**src/rtl/ws2812b_pkg.sv**
```systemverilog
// ----------------------------------------------------------------------------
// ws2812b_pkg
// Constants and types shared by the WS2812B strip controller and the frame
// generator that feeds it.
//   CLK_HZ       system clock frequency (clk_50)
//   FRAME_MIN    shortest frame period, in clk_50 cycles, that still lets the
//                controller finish shifting a full strip before the next
//                frame arrives
//   *_CYC        WS2812B line timing in clk_50 cycles, used by the controller
//   bar_state_t  sequencing states of the bar frame generator
// ----------------------------------------------------------------------------
package ws2812b_pkg;

    localparam int unsigned CLK_HZ    = 50_000_000;
    localparam int unsigned FRAME_MIN = 75_000;

    // WS2812B line timing at 50 MHz (20 ns per cycle).
    localparam int unsigned T0H_CYC   = 20;     // 400 ns high for a '0'
    localparam int unsigned T1H_CYC   = 40;     // 800 ns high for a '1'
    localparam int unsigned BIT_CYC   = 63;     // ~1.25 us per bit
    localparam int unsigned RESET_CYC = 2_500;  // 50 us latch gap

    typedef enum logic [1:0] {
        ACCUM  = 2'd0,
        SCALE  = 2'd1,
        UPDATE = 2'd2,
        EMIT   = 2'd3
    } bar_state_t;

endpackage

```
**src/rtl/ws2812b_bar_frame_gen_therm.sv**
```systemverilog
// ----------------------------------------------------------------------------
// bar_therm_encode
// Combinational thermometer encoder: the lowest 'count' bits of 'therm' are
// set, all others clear. A count of N or more lights the whole bar.
//   count  in   CW  number of lit LEDs, 0..N
//   therm  out  N   bit 0 = bottom LED
// ----------------------------------------------------------------------------
module bar_therm_encode #(
    parameter  int N  = 32,
    localparam int CW = $clog2(N + 1)
) (
    input  logic [CW-1:0] count,
    output logic [N-1:0]  therm
);

    always_comb begin
        for (int i = 0; i < N; i++) begin
            therm[i] = (count > CW'(i));
        end
    end

endmodule

```
**src/rtl/ws2812b_bar_frame_gen.sv**
```systemverilog
// ----------------------------------------------------------------------------
// ws2812b_bar_frame_gen
// Turns a stream of level samples into an N-LED bar graph with instant
// attack, one-LED-per-frame decay and a floating peak-hold dot. The output
// is refreshed once per frame period so the downstream WS2812B controller is
// never re-triggered faster than it can serialise a strip.
//   clk_50       in   1   50 MHz clock
//   rst          in   1   synchronous, active-high reset
//   level_in     in   LW  unsigned level sample
//   level_valid  in   1   level_in qualifier, one sample per high cycle
//   bar_out      out  N   LED on/off pattern, bit 0 = bottom LED
//   frame_valid  out  1   one-cycle pulse when bar_out updates
// FRAME_DIV is clk_50 cycles per frame; real hardware needs
// FRAME_DIV >= FRAME_MIN, smaller values are for simulation only.
// ----------------------------------------------------------------------------
module ws2812b_bar_frame_gen
    import ws2812b_pkg::*;
#(
    parameter int N           = 32,
    parameter int LW          = 8,
    parameter int FRAME_DIV   = 100_000,
    parameter int HOLD_FRAMES = 4
) (
    input  logic          clk_50,
    input  logic          rst,
    input  logic [LW-1:0] level_in,
    input  logic          level_valid,
    output logic [N-1:0]  bar_out,
    output logic          frame_valid
);

    localparam int CW  = $clog2(N + 1);
    localparam int FCW = (FRAME_DIV > 1) ? $clog2(FRAME_DIV) : 1;
    localparam int HW  = (HOLD_FRAMES > 0) ? $clog2(HOLD_FRAMES + 1) : 1;
    // (2^LW-1)*(N+1) < 2^(LW+CW), so the rounded product never overflows.
    localparam int PW  = LW + CW;

    // ------------------------------------------------------------------------
    // State
    // ------------------------------------------------------------------------
    logic [FCW-1:0] frame_cnt_q,   frame_cnt_d;
    logic [LW-1:0]  acc_max_q,     acc_max_d;
    logic [LW-1:0]  acc_snap_q,    acc_snap_d;
    bar_state_t     state_q,       state_d;
    logic [CW-1:0]  lit_q,         lit_d;
    logic [CW-1:0]  bar_cnt_q,     bar_cnt_d;
    logic [CW-1:0]  peak_pos_q,    peak_pos_d;
    logic [HW-1:0]  hold_cnt_q,    hold_cnt_d;
    logic [N-1:0]   bar_out_q,     bar_out_d;
    logic           frame_valid_q, frame_valid_d;

    logic           frame_tick;
    logic [PW-1:0]  scaled;
    logic [CW-1:0]  bar_next;
    logic [N-1:0]   bar_therm;
    logic [N-1:0]   peak_dot;

    // ------------------------------------------------------------------------
    // Frame timebase and per-frame peak accumulation
    // ------------------------------------------------------------------------
    assign frame_tick = (frame_cnt_q == FCW'(FRAME_DIV - 1));

    // NOTE: every signal driven here gets a default before any branch, so no
    // path leaves it unassigned and no latch is inferred.
    always_comb begin
        frame_cnt_d = frame_cnt_q + 1'b1;
        acc_max_d   = acc_max_q;
        acc_snap_d  = acc_snap_q;

        if (frame_tick) begin
            frame_cnt_d = '0;
            acc_snap_d  = acc_max_q;
            // A sample on the tick cycle starts the next frame.
            acc_max_d   = level_valid ? level_in : '0;
        end else if (level_valid && (level_in > acc_max_q)) begin
            acc_max_d   = level_in;
        end
    end

    // ------------------------------------------------------------------------
    // Scaling: ceil(acc_snap * N / 2^LW), so any nonzero level lights at
    // least one LED and full scale lights exactly N.
    // ------------------------------------------------------------------------
    assign scaled = PW'(acc_snap_q) * PW'(N) + PW'((1 << LW) - 1);

    // Instant attack, one-step decay.
    assign bar_next = (lit_q >= bar_cnt_q) ? lit_q : (bar_cnt_q - 1'b1);

    bar_therm_encode #(.N(N)) u_therm (
        .count (bar_cnt_q),
        .therm (bar_therm)
    );

    // Peak dot sits on LED peak_pos-1; position 0 means no dot.
    always_comb begin
        for (int i = 0; i < N; i++) begin
            peak_dot[i] = (peak_pos_q == CW'(i + 1));
        end
    end

    // ------------------------------------------------------------------------
    // Frame sequencer: ACCUM -> SCALE -> UPDATE -> EMIT -> ACCUM
    // ------------------------------------------------------------------------
    always_comb begin
        state_d       = state_q;
        lit_d         = lit_q;
        bar_cnt_d     = bar_cnt_q;
        peak_pos_d    = peak_pos_q;
        hold_cnt_d    = hold_cnt_q;
        bar_out_d     = bar_out_q;
        frame_valid_d = 1'b0;

        unique case (state_q)
            ACCUM: begin
                if (frame_tick) begin
                    state_d = SCALE;
                end
            end

            SCALE: begin
                lit_d   = scaled[PW-1:LW];
                state_d = UPDATE;
            end

            UPDATE: begin
                bar_cnt_d = bar_next;
                if (bar_next >= peak_pos_q) begin
                    peak_pos_d = bar_next;
                    hold_cnt_d = HW'(HOLD_FRAMES);
                end else if (hold_cnt_q != '0) begin
                    hold_cnt_d = hold_cnt_q - 1'b1;
                end else begin
                    // bar_next < peak_pos_q here, so peak_pos_q >= 1.
                    peak_pos_d = peak_pos_q - 1'b1;
                end
                state_d = EMIT;
            end

            EMIT: begin
                bar_out_d     = bar_therm | peak_dot;
                frame_valid_d = 1'b1;
                state_d       = ACCUM;
            end

            default: begin
                state_d = ACCUM;
            end
        endcase
    end

    // ------------------------------------------------------------------------
    // Registers
    // ------------------------------------------------------------------------
    // NOTE: non-blocking assignments here so every flop samples the values
    // computed from the previous cycle, independent of statement order.
    always_ff @(posedge clk_50) begin
        if (rst) begin
            frame_cnt_q   <= '0;
            acc_max_q     <= '0;
            acc_snap_q    <= '0;
            state_q       <= ACCUM;
            lit_q         <= '0;
            bar_cnt_q     <= '0;
            peak_pos_q    <= '0;
            hold_cnt_q    <= '0;
            bar_out_q     <= '0;
            frame_valid_q <= 1'b0;
        end else begin
            frame_cnt_q   <= frame_cnt_d;
            acc_max_q     <= acc_max_d;
            acc_snap_q    <= acc_snap_d;
            state_q       <= state_d;
            lit_q         <= lit_d;
            bar_cnt_q     <= bar_cnt_d;
            peak_pos_q    <= peak_pos_d;
            hold_cnt_q    <= hold_cnt_d;
            bar_out_q     <= bar_out_d;
            frame_valid_q <= frame_valid_d;
        end
    end

    assign bar_out     = bar_out_q;
    assign frame_valid = frame_valid_q;

endmodule
```
**config.mk**
```make
export PLATFORM = sky130hd
export DESIGN_NAME = ws2812b_bar_frame_gen
export DESIGN_NICKNAME = d
export VERILOG_FILES = /design/src/rtl/ws2812b_pkg.sv /design/src/rtl/ws2812b_bar_frame_gen_therm.sv /design/src/rtl/ws2812b_bar_frame_gen.sv
export SDC_FILE = /design/constraint.sdc
export NUM_CORES = 1
export LEC_CHECK = 0
export BUFFER_PORTS_ARGS = -buffer_cell sky130_fd_sc_hd__buf_2
export CAP_MARGIN = 40
export CORE_MARGIN = 3
export CORE_UTILIZATION = 64
export CTS_CLUSTER_DIAMETER = 60
export DETAILED_ROUTE_END_ITERATION = 10
export PLACE_DENSITY = 0.85
export SYNTH_ARGS = -nofsm -noshare
export SYNTH_HDL_FRONTEND = slang
export SYNTH_HIERARCHICAL = 1
export SYNTH_SLANG_ARGS = --single-unit
```
**constraint.sdc**
```tcl
create_clock -name clk_50 -period 5.8 [get_ports clk_50]
set_clock_uncertainty 0.05 [all_clocks]
set_input_delay 0.29 -clock clk_50 [delete_from_list [all_inputs] [get_ports clk_50]]
set_output_delay 0.29 -clock clk_50 [all_outputs]
set_load 0.01 [all_outputs]
```
==> results.sh, run 1 <==
export IMPL_grt_pass1_wl_um=17540
export IMPL_postCtsSetupBuffers=0
export IMPL_layout_cells_non_filler=712
export IMPL_synth_area_mux_share_pct=2.729
export IMPL_required_ns=6.02
export IMPL_cp_buffers_inverters=1
export IMPL_synth_seq_cells=89
export IMPL_fin_crit_sh_pct=70.02
export IMPL_final_util_pct=74.29
export IMPL_vdd_ir_drop_max_mv=0.3177
export IMPL_synthAdderAreaFrac_pct=8.838
export IMPL_core_area_um2=7057
export IMPL_drtPass1Iterations=5
export IMPL_wl_um=10210
export IMPL_antenna_found_initial=0
export IMPL_crit_path_max_fanout=20
export IMPL_worst_slack_ns=1.739
export IMPL_syn2layout_area_growth_pct=8.916
export IMPL_synthSimpleGateAreaFrac_pct=19.89
export IMPL_vias=4195
export IMPL_max_clock_freq_ghz=0.2462
export IMPL_diodes=0
export IMPL_synth_compound_area_share_pct=20.90
export IMPL_die_w_um=92.73
export IMPL_synth_edf_count=0
export IMPL_fillers=567
export IMPL_pwr_share_clk_pct=24.5
export IMPL_max_stage_delay_ns=0.74
export IMPL_cp_start_kind="flop"
export IMPL_clockRootBuffer="clkbuf_8"
export IMPL_cpMostUsedCell="ha_1"
export IMPL_final_nets=658
export IMPL_worst_setup_path_type="reg2reg"
export IMPL_post_place_ws_ns=1.788
export IMPL_p_per_area_nw_per_um2=353.4
export IMPL_synth_top_area_cell="dfxtp_1"
export IMPL_p_comb_share_pct=39.9
export IMPL_synth_cell_types=58
export IMPL_relSlewSlack_pct=48.79
export IMPL_internal_power_w=0.001183
export IMPL_syn_avg_cell_area_um2=8.144
export IMPL_clk_latency_ns=0.36
export IMPL_synth_warning_count=6
export IMPL_layout_commonest_cell="dfxtp_1"
export IMPL_via_per_inst=5.892
export IMPL_fin_area_um2=5243
export IMPL_dp_cells=698
export IMPL_seqPwrFrac_pct=35.6
export IMPL_synthDominantCellAreaShare_pct=37.02
export IMPL_wl_per_cell_um=14.34
export IMPL_synth_top_family_by_area="compound AO/OA/AOI/OAI gates"
export IMPL_drc=0
export IMPL_port_buffers=43
export IMPL_grt_use_total_pct=24.70
export IMPL_syn_nets=636
export IMPL_drtIter0Drc=260
export IMPL_gp_congestion=0.9027
export IMPL_grt_overflow=0
export IMPL_critPathArrivalTime_ns=4.28
export IMPL_clk_path_buf_depth=2
export IMPL_place_area_um2=5037
export IMPL_layout_min_cycle_time_ns=4.061
export IMPL_ys_flop_type="dfxtp_1"
export IMPL_hold_buffers=0
export IMPL_cts_tree="done"
export IMPL_end_kind="flop"
export IMPL_ant_nets=0
export IMPL_initial_utilization_pct=68.21
export IMPL_final_setup_tns_ns=0
export IMPL_die_area_um2=8598
export IMPL_hold_class="in2reg"
export IMPL_syn_inst=591
export IMPL_cts_sinks=89
export IMPL_hold_viol=0
export IMPL_mostFrequentLayoutCells="89 x dfxtp_1, 79 x nor2_1, 53 x a21oi_1, 48 x nand2_1, 43 x buf_2"
export IMPL_numCtsBuffers=9
export IMPL_synth_xor_area_share_pct=4.731
export IMPL_rsz0062_at_grt="no"
export IMPL_cts_resized_gates=0
export IMPL_async_flop_share_pct=0
export IMPL_die_h_um=92.73
export IMPL_p_leak_nw=1.971
export IMPL_critPathSlowestCell="dfxtp_1"
export IMPL_path_cells="inv_1 > ha_1 > a21oi_1 > o21ai_1 > a41oi_4 > mux2_2 > ha_1 > a21o_1 > a31oi_1 > o221ai_2 > and2_4 > or4_1 > o31ai_1"
export IMPL_path_clk_slew_ns=0.08
export IMPL_cts_htree_levels=3
export IMPL_dp_hpwl_um=7394
export IMPL_synth_area_um2=4813
export IMPL_status="completed"
export IMPL_yosysSeqAreaShare_pct=37.02
export IMPL_p_switching_w=0.0006702
export IMPL_grt_pass1_vias=3964
export IMPL_finalSetupViolCount=0
export IMPL_sw_frac_of_total_pct=36.17
export IMPL_synthTopCellsByArea="dfxtp_1 37%, ha_1 8.8%, nor2_1 6.2%, a211oi_1 6.1%, a21oi_1 5.5%"
export IMPL_maxCapViolations=0
export IMPL_cp_top_family="compound AO/OA/AOI/OAI gates"
export IMPL_io_pins=44
export IMPL_worst_pin_slew_ns=0.7659
export IMPL_drive_gt1_share_pct=12.50
export IMPL_grt_start_max_net_pins=70
export IMPL_slew_violations=0
export IMPL_num_rows=30
## per-stage QoR
| step | total power (W) | hold slack [ns] |
|---|---|---|
| 6_report | 0.001853 | 0.1565 |
| 3_5_place_dp | 0.001400 | 0.4037 |
| 2_1_floorplan | 0.001251 | 0.3800 |
| 4_1_cts | 0.001848 | 0.1466 |
| 3_3_place_gp | 0.001363 | 0.3882 |
| 5_1_grt | 0.001981 | 0.1727 |
## worst register-to-register path, stage by stage (launching register included)
cell	delay, ns
dfxtp_1	0.74
inv_1	0.14
ha_1	0.32
a21oi_1	0.13
o21ai_1	0.11
a41oi_4	0.39
mux2_2	0.43
ha_1	0.31
a21o_1	0.17
a31oi_1	0.18
o221ai_2	0.23
and2_4	0.25
or4_1	0.47
o31ai_1	0.08
## layer usage
layer	wire, um	vias to the layer above	track usage, %	part of all wire (%)
li1	-	2097	-	-
met1	4411	1954	28.04	43
met2	5084	126	45.14	50
met3	545	18	5.605	5.3
met4	165	0	8.791	1.6
met5	0	-	0	0
## cell families after synthesis
logic type	count (synthesis)
AND/OR/NAND/NOR	206
AO/OA/AOI/OAI	152
flip-flops	89
buffers and inverters	72
adder cells (fa/ha/maj)	34
XOR/XNOR	26
multiplexers	12
## power by group through the flow
stage | Combinational [W] | Sequential (W) | Clock [W]
2_1_floorplan | 0.000587 | 0.000664 | 0
3_3_place_gp | 0.000692 | 0.000671 | 0
3_5_place_dp | 0.000728 | 0.000672 | 0
4_1_cts | 0.000732 | 0.000659 | 0.000458
5_1_grt | 0.000837 | 0.000663 | 0.000481
6_report | 0.000740 | 0.000659 | 0.000453
## area by class of cell
class | instances | area, um^2 | share of cell area [%]
clock buffer | 9 | 123.9 | 2.363
clock inverter | 5 | 81.33 | 1.551
inverter | 38 | 142.6 | 2.721
sequential | 89 | 1782 | 33.99
tap | 96 | 120.1 | 2.291
timing repair buffer | 45 | 242.7 | 4.630
multi-input combinational | 430 | 2750 | 52.46
## synthesized netlist by cell type, drive strengths merged, types with 2 or more instances
cell / n
dfxtp: 89
nor2: 80
a21oi: 53
nand2: 48
a211oi: 39
inv: 38
ha: 34
nand3: 26
o21ai: 24
clkbuf: 21
nor3: 17
buf: 13
xnor2: 13
xor2: 13
mux2i: 9
o21bai: 9
a21boi: 8
nor2b: 8
and3: 6
nand2b: 6
nor4: 4
mux2: 3
nand4: 3
a2111oi: 2
a31oi: 2
a41oi: 2
and2: 2
o31ai: 2
## final timing paths
check	start	to	slack [ns]	depth (start not counted)
setup / recovery	bar_cnt_q[2]	peak_pos_q[4]	1.74	13
hold / removal	level_in[5]	acc_max_q[5]	0.16	3
setup reg to reg	bar_cnt_q[2]	peak_pos_q[4]	1.74	13
hold reg to reg	acc_snap_q[0]	acc_snap_q[0]	0.41	2
## registers in the layout, indices dropped and copies added (netlist names)
register,count
bar_out,32
frame_valid,1
acc_max_q,8
lit_q,6
bar_cnt_q,6
frame_cnt_q,17
state_q,2
acc_snap_q,8
peak_pos_q,6
hold_cnt_q,3
Power figures use the tool's default switching activity.
==> run 2, diff against run 1 <==
CORE_UTILIZATION = 60   (was 64)
PLACE_DENSITY = 0.8   (was 0.85)
clock period = 4.1 ns   (was 5.8 ns; I/O delays follow)
==> results.sh, run 2 (same netlist as run 1, synthesis figures left out) <==
export IMPL_numCtsBuffers=9
export IMPL_layout_commonest_cell="dfxtp_1"
export IMPL_gp_congestion=0.9030
export IMPL_cts_tree="done"
export IMPL_vias=4200
export IMPL_dp_cells=709
export IMPL_final_setup_tns_ns=0
export IMPL_drtIter0Drc=271
export IMPL_postCtsSetupBuffers=0
export IMPL_die_area_um2=9133
export IMPL_clockRootBuffer="clkbuf_8"
export IMPL_rr_worst_depth=13
export IMPL_required_ns=4.33
export IMPL_via_per_inst=5.793
export IMPL_syn2layout_area_growth_pct=10.37
export IMPL_holdPathEnd="acc_max_q[1]"
export IMPL_final_nets=663
export IMPL_port_buffers=43
export IMPL_grt_pass1_wl_um=17170
export IMPL_die_w_um=95.57
export IMPL_grt_start_max_net_pins=57
export IMPL_clk_latency_ns=0.36
export IMPL_relSlewSlack_pct=52.04
export IMPL_total_power_w=0.002674
export IMPL_crit_path_max_fanout=16
export IMPL_critPathArrivalTime_ns=4.05
export IMPL_cts_sinks=89
export IMPL_wl_per_cell_um=14.12
export IMPL_rsz0062_at_grt="no"
export IMPL_fin_crit_sh_pct=93.09
export IMPL_timing_rr_start="bar_cnt_q[1]"
export IMPL_hp_start="level_in[1]"
export IMPL_core_area_um2=7767
export IMPL_io_pins=44
export IMPL_layout_min_cycle_time_ns=3.817
export IMPL_dp_hpwl_um=7466
export IMPL_hold_buffers=0
export IMPL_drc=0
export IMPL_slew_violations=0
export IMPL_largest_register_ff_count=32
export IMPL_grt_pass1_vias=3855
export IMPL_end_kind="flop"
export IMPL_r2r_setup_slack_ns=0.28
export IMPL_hold_class="in2reg"
export IMPL_worst_slack_ns=0.2833
export IMPL_die_h_um=95.57
export IMPL_grt_overflow=0
export IMPL_ant_nets=0
export IMPL_p_leak_nw=2.004
export IMPL_p_per_area_nw_per_um2=503.3
export IMPL_wl_um=10240
export IMPL_grt_use_total_pct=23.51
export IMPL_num_rows=32
export IMPL_fin_area_um2=5313
export IMPL_cts_resized_gates=0
export IMPL_maxCapViolations=0
export IMPL_mostFrequentLayoutCells="89 x dfxtp_1, 79 x nor2_1, 53 x a21oi_1, 48 x nand2_1, 43 x buf_2"
export IMPL_drtPass1Iterations=5
export IMPL_path_clk_slew_ns=0.09
export IMPL_initial_utilization_pct=61.97
export IMPL_cp_start_kind="flop"
export IMPL_vdd_ir_drop_max_mv=0.4165
export IMPL_place_area_um2=5082
export IMPL_max_clock_freq_ghz=0.2620
export IMPL_drive_gt1_share_pct=13.32
export IMPL_diodes=0
export IMPL_finalSetupViolCount=0
export IMPL_worst_setup_path_type="reg2reg"
export IMPL_min_path_cells=3
export IMPL_reg2reg_to="peak_pos_q[4]"
export IMPL_post_place_ws_ns=0.3276
export IMPL_layout_cells_non_filler=725
export IMPL_cts_htree_levels=3
export IMPL_status="completed"
export IMPL_antenna_found_initial=0
export IMPL_worst_pin_slew_ns=0.7193
export IMPL_clk_path_buf_depth=2
export IMPL_hold_viol=0
-- run 2: layout make-up --
type                    count  area (um^2)
multi-input cells         430         2750
clock inverters             4        75.07
fillers                   672         2455
repair buffers             50        280.3
clock buffers              12        155.1
inverters                  38        142.6
well taps                 102        127.6
flip-flops and latches     89         1782
-- run 2: through the flow --
step / hold WS (ns) / utilization (%)
after CTS: 0.05893 / 68.40
after floorplan: 0.3149 / -
after detailed placement: 0.3971 / 65.43
after global routing: 0.07752 / 68.40
final: 0.07310 / 68.40
after global placement: 0.3896 / 65.17
-- run 2: per-layer routing --
metal	global-route usage, %	wire, um	vias to the layer above
li1	-	-	2109
met4	9.953	255	0
met3	5.051	496	23
met5	0	0	-
met2	39.66	4938	116
met1	28.80	4545	1952
-- run 2: worst max path at each step --
stage                            start       endpoint  cells past startpoint
after global placement    bar_cnt_q[1]  peak_pos_q[4]                     13
final                     bar_cnt_q[1]  peak_pos_q[4]                     13
after detailed placement  bar_cnt_q[1]  peak_pos_q[4]                     13
after CTS                 bar_cnt_q[1]  peak_pos_q[4]                     13
after global routing      bar_cnt_q[1]  peak_pos_q[4]                     13
after floorplan           bar_cnt_q[2]  peak_pos_q[4]                     13
-- run 2: report_power, final --
group	internal (W)	switching (W)
Clock	0.000377	0.000304
Combinational	0.000440	0.000623
Sequential	0.000897	0.0000340
-- run 2: worst max-delay path: stages (launching register included) --
cell	delay, ns
dfxtp_1	0.63
inv_1	0.13
ha_1	0.29
nand2_1	0.07
o21ai_1	0.09
a41oi_4	0.40
mux2_2	0.41
ha_1	0.30
a21o_1	0.16
a31oi_1	0.19
o221ai_2	0.23
and2_4	0.25
or4_1	0.46
o31ai_1	0.07
